===== config.mk =====
export PLATFORM = sky130hd
export DESIGN_NAME = fetch_ctrl
export DESIGN_NICKNAME = d
export VERILOG_FILES = /design/src/rtl/fetch_ctrl.sv
export SDC_FILE = /design/constraint.sdc
export NUM_CORES = 1
export LEC_CHECK = 0
export ABC_AREA = 1
export ABC_CLOCK_PERIOD_IN_PS = 1540
export CORE_MARGIN = 5
export CORE_UTILIZATION = 48
export DETAILED_ROUTE_END_ITERATION = 7
export HOLD_SLACK_MARGIN = 0.06
export PLACE_DENSITY = 0.77
export SYNTH_ARGS = -nofsm -noshare
export SYNTH_HDL_FRONTEND = slang
export SYNTH_SLANG_ARGS = --single-unit

===== constraint.sdc =====
create_clock -name clk -period 1.54 [get_ports clk]
set_input_delay 0.231 -clock clk [delete_from_list [all_inputs] [get_ports clk]]
set_output_delay 0.231 -clock clk [all_outputs]
set_load 0.03 [all_outputs]

===== src/rtl/fetch_ctrl.sv =====
// fetch_ctrl: instruction fetch with one outstanding request and 2-entry buffer.
// Define FETCH_CNT_EN to add the fetch_cnt / flush_cnt event counters.
module fetch_ctrl #(
   parameter logic [31:0] RESET_PC = 32'h0000_3000
) (
   input  logic        clk,
   input  logic        reset,
   output logic        imem_req,
   output logic [31:0] imem_addr,
   input  logic        imem_rvalid,
   input  logic [31:0] imem_rdata,
   output logic        id_valid,
   input  logic        id_ready,
   output logic [31:0] id_instr,
   output logic [31:0] id_pc,
   input  logic        br_valid,
   input  logic [31:0] br_target
`ifdef FETCH_CNT_EN
   ,
   output logic [31:0] fetch_cnt,
   output logic [31:0] flush_cnt
`endif
);

   typedef enum logic [1:0] {
      FETCH,
      WAIT,
      DRAIN
   } state_t;

   state_t      state;
   state_t      state_nxt;
   logic [31:0] pc;
   logic [31:0] req_pc;
   logic [31:0] fifo_pc  [2];
   logic [31:0] fifo_ins [2];
   logic        rd_ptr;
   logic        wr_ptr;
   logic [1:0]  count;
   logic        push;
   logic        pop;

   assign push      = (state == WAIT) && imem_rvalid && !br_valid;
   assign pop       = id_valid && id_ready && !br_valid;
   assign id_valid  = (count != 2'd0);
   assign id_pc     = fifo_pc[rd_ptr];
   assign id_instr  = fifo_ins[rd_ptr];
   assign imem_addr = pc;

   // Next state and request pulse; a request issued under a redirect must be drained.
   always_comb begin
      state_nxt = state;
      imem_req  = 1'b0;
      unique case (state)
         FETCH: begin
            if (reset && count != 2'd2) begin
               imem_req  = 1'b1;
               state_nxt = br_valid ? DRAIN : WAIT;
            end
         end
         WAIT: begin
            if (imem_rvalid)
               state_nxt = FETCH;
            else if (br_valid)
               state_nxt = DRAIN;
         end
         DRAIN: begin
            if (imem_rvalid)
               state_nxt = FETCH;
         end
         default: state_nxt = FETCH;
      endcase
   end

   // State register, fetch PC and address of the request in flight.
   always_ff @(posedge clk or negedge reset) begin
      if (!reset) begin
         state  <= FETCH;
         pc     <= RESET_PC;
         req_pc <= RESET_PC;
      end else begin
         state <= state_nxt;
         if (br_valid)
            pc <= br_target;
         else if (imem_req)
            pc <= pc + 32'd4;
         if (imem_req)
            req_pc <= pc;
      end
   end

   // Two-entry fetch buffer; a redirect empties it and drops any push or pop.
   always_ff @(posedge clk or negedge reset) begin
      if (!reset) begin
         count       <= 2'd0;
         rd_ptr      <= 1'b0;
         wr_ptr      <= 1'b0;
         fifo_pc[0]  <= '0;
         fifo_pc[1]  <= '0;
         fifo_ins[0] <= '0;
         fifo_ins[1] <= '0;
      end else if (br_valid) begin
         count  <= 2'd0;
         rd_ptr <= 1'b0;
         wr_ptr <= 1'b0;
      end else begin
         if (push) begin
            fifo_pc[wr_ptr]  <= req_pc;
            fifo_ins[wr_ptr] <= imem_rdata;
            wr_ptr           <= ~wr_ptr;
         end
         if (pop)
            rd_ptr <= ~rd_ptr;
         count <= count + {1'b0, push} - {1'b0, pop};
      end
   end

`ifdef FETCH_CNT_EN
   // Event counters: instructions handed to decode and redirects seen.
   always_ff @(posedge clk or negedge reset) begin
      if (!reset) begin
         fetch_cnt <= '0;
         flush_cnt <= '0;
      end else begin
         if (pop)
            fetch_cnt <= fetch_cnt + 32'd1;
         if (br_valid)
            flush_cnt <= flush_cnt + 32'd1;
      end
   end
`endif

endmodule


==> metrics <==
gr usage total 22.37%; Row Count 51; sw frac 39.39%; WS Path Type flip-flop to output port; Leak 6.841 nW; maximum vdd drop 0.0009128 V; Tcrit/Tclk final 121.0%; Seq pwr share 35.5%; Cell Pwr Density 1683 nW/µm²; Post-synth EDFFs 0; global-route wire length before repair 40370 µm; Critical Path Source rd_ptr; area share of the largest cell type after synthesis 50.99%; yosys warns 0; clock skew 0.01289 ns; final setup fails 95; Arr. time, crit path 1.63 ns; # port buffers 166; vias per cell 5.078; via count 8647; crit path capture type output port; routed len/inst 16.09 µm; P_sw 9.459 mW; Worst setup SP type flip-flop; cell area after synthesis 9522 µm²; violated checks negative setup slack; sequential cell area fraction in the yosys report 52.09%; Post-Syn Instances 1191; Die Height 150.8 µm; DR pass1 iterations 6; die area 22750 µm²; synth unique cells 35; fmax 536.5 MHz; cts bufs inserted 17; HPWL after detailed placement 17290 µm; # fillers 1462; Synth Net Count 1263; latest clock arrival within the worst-skew pair 0.43 ns; initial antenna violation count 1; share of cells above drive strength 1 30.53%; vias in the first global route 8116; CTS tree built; Routed WL 27400 µm; largest net degree at the start of global routing 79; Slew HR 71.99%; nets@finish 1497; fin worst setup slack -0.3238 ns; WHS 0.1758 ns; cell accounting for the most synthesized area dfrtp_1; DRC viols 0; Max FO, Critical Path 11; final hold vios 0; Synth Area per Inst 7.995 µm²; ANT cells 0; maximum buffer depth of the clock tree 2; Max Cap Violations 0; Clk network pwr share 18.7%; Core Box Area 19530 µm²; min Tclk post-route 1.864 ns; Area growth syn-to-layout 49.84%; Int Pwr 14.55 mW; clock sink total 198; asr flop ratio synth 100.0%; clk slew on worst S/H paths 0.07 ns; synthesized flop and latch total 198; routability cong. 0.9005; largest cells by area after synthesis dfrtp_1 51%, nand2_1 14%, o21ai_0 8.2%; reg-to-reg critical path startpoint state[0]; RSZ-0062 raised after global routing yes; Hold WC Path Type primary input to asynchronous set/reset pin; dominant synthesized flop cell dfrtp_1; Starting DRT DRC Count 392; Root Buffer clkbuf_16; Worst Tran Pin Value 0.4202 ns; antenna-violating nets left 0; final count of pins violating max slew 0; fin area 14270 µm²; I/O pins 167; total grt overflow 0; Initial Util 48.76%; status complete, but fails checks; dpl cell area 12120 µm²; WP data required 1.31 ns; Combinational Power Share 45.7%; die width 150.8 µm; H-tree depth 4; Placement Setup Slack -0.2330 ns
sequential cells by signal, indices dropped and copies added (netlist names):
signal and flops:
rd_ptr 1, fifo_pc 64, imem_addr 32, state 2, count 2, req_pc 32
wr_ptr 1, fifo_ins 64
final cells by class:
type / count / area [µm²] / share of cell area [%]
inverters: 193 / 744.5 / 5.218
repair buffers: 271 / 3346 / 23.45
clock inverters: 9 / 117.6 / 0.8243
flip-flops and latches: 198 / 4967 / 34.82
clock buffers: 23 / 478.0 / 3.350
well taps: 265 / 331.6 / 2.324
multi-input cells: 743 / 4277 / 29.97
repair inverters: 1 / 6.256 / 0.04385
synth_stat cells, types with 2 or more instances:
cell type,count
a21oi_1,4
and2_1,2
buf_2,2
buf_4,14
buf_6,17
clkbuf_1,24
dfrtp_1,194
dfstp_2,4
ha_1,3
inv_1,188
inv_2,4
nand2_1,354
nand2_2,11
nand3_1,45
nor2_1,38
nor2_2,6
nor3_1,2
o211ai_1,2
o21ai_0,156
o21ai_1,83
o21ai_2,15
o21bai_1,4
xnor2_1,2
xor2_1,6
layer usage:
| layer | track usage [%] | routed length [µm] | up-vias |
|---|---|---|---|
| met3 | 4.339 | 1794 | 29 |
| met2 | 36.30 | 13420 | 278 |
| met4 | 5.893 | 363 | 2 |
| met5 | 0 | 13 | - |
| met1 | 31.06 | 11810 | 4140 |
| li1 | - | - | 4198 |
layout by cell type (no fill, tap or decap), types with 3 or more instances in the layout:
cell type          n
a21oi_1            4
buf_12            49
buf_16             6
buf_4             51
buf_6             52
buf_8              5
clkbuf_1           3
clkbuf_16         26
clkbuf_2           9
clkbuf_8           3
clkdlybuf4s15_1    9
clkdlybuf4s50_1   67
clkinv_4           3
clkinvlp_4         3
dfrtp_1          188
dfrtp_2            6
dfstp_2            4
dlygate4sd2_1      8
inv_1            184
inv_2              5
inv_4              3
nand2_1          283
nand2_2           63
nand2_4           20
nand3_1           45
nor2_1            29
nor2_2             9
nor2_4             7
o21ai_0           72
o21ai_1           84
o21ai_2           77
o21ai_4           21
o21bai_1           4
xor2_1             6
power by group through the flow:
stage                     clock network, mW  logic [mW]  registers (mW)
after floorplan                           0        5.30            8.45
after global placement                    0        9.31            8.31
after detailed placement                  0        9.53            8.40
after CTS                              4.55        10.3            8.37
after global routing                   4.77        11.8            8.75
final                                  4.49        11.0            8.53
final timing paths:
path | endpoint | slack, ns | cells past startpoint
max | id_instr[11] | -0.32 | 6
min | wr_ptr | 0.18 | 3
max reg2reg | fifo_pc[7] | -0.07 | 9
min reg2reg | fifo_pc[54] | 0.48 | 2
max in group asynchronous | imem_addr[13] | 0.64 | 4
min in group clk | imem_addr[13] | 0.35 | 3
metrics by stage:
stage	power (mW)	setup TNS (ns)	std cells	util, %
CTS	23.19	-16.82	1673	68.35
finish	24.01	-17.39	1703	73.07
floorplan	13.75	-0.5625	1191	-
detailed placement	17.93	-22.17	1621	62.09
global placement	17.62	-14.07	1621	62.09
global route	25.34	-23.46	1703	73.07
cells by family (layout without fill, tap and decap cells):
family,count (synthesis),count (layout),synth area share [%]
buf+inv,250,497,11.80
flops,198,198,52.09
fa+ha+maj,3,3,0.3943
simple gates,466,466,20.17
compound gates,266,266,14.81
xor+xnor,8,8,0.7359
worst max-delay path, stage by stage (launching register included):
cell     delay (ns)
dfrtp_2        0.48
inv_8          0.14
buf_12         0.14
buf_12         0.14
nand2_2        0.06
o21ai_2        0.08
buf_6          0.16
what timing repair did:
action | CTS | global route
hold buffers | 1 | 1
pin swaps | 16 | 20
gates cloned | 5 | 14
setup endpoints to repair | 107 | 160
buffers inserted | 15 | 16
hold endpoints to repair | 77 | 2
resized for setup | 175 | 191
(Power assumes the default switching activity.)
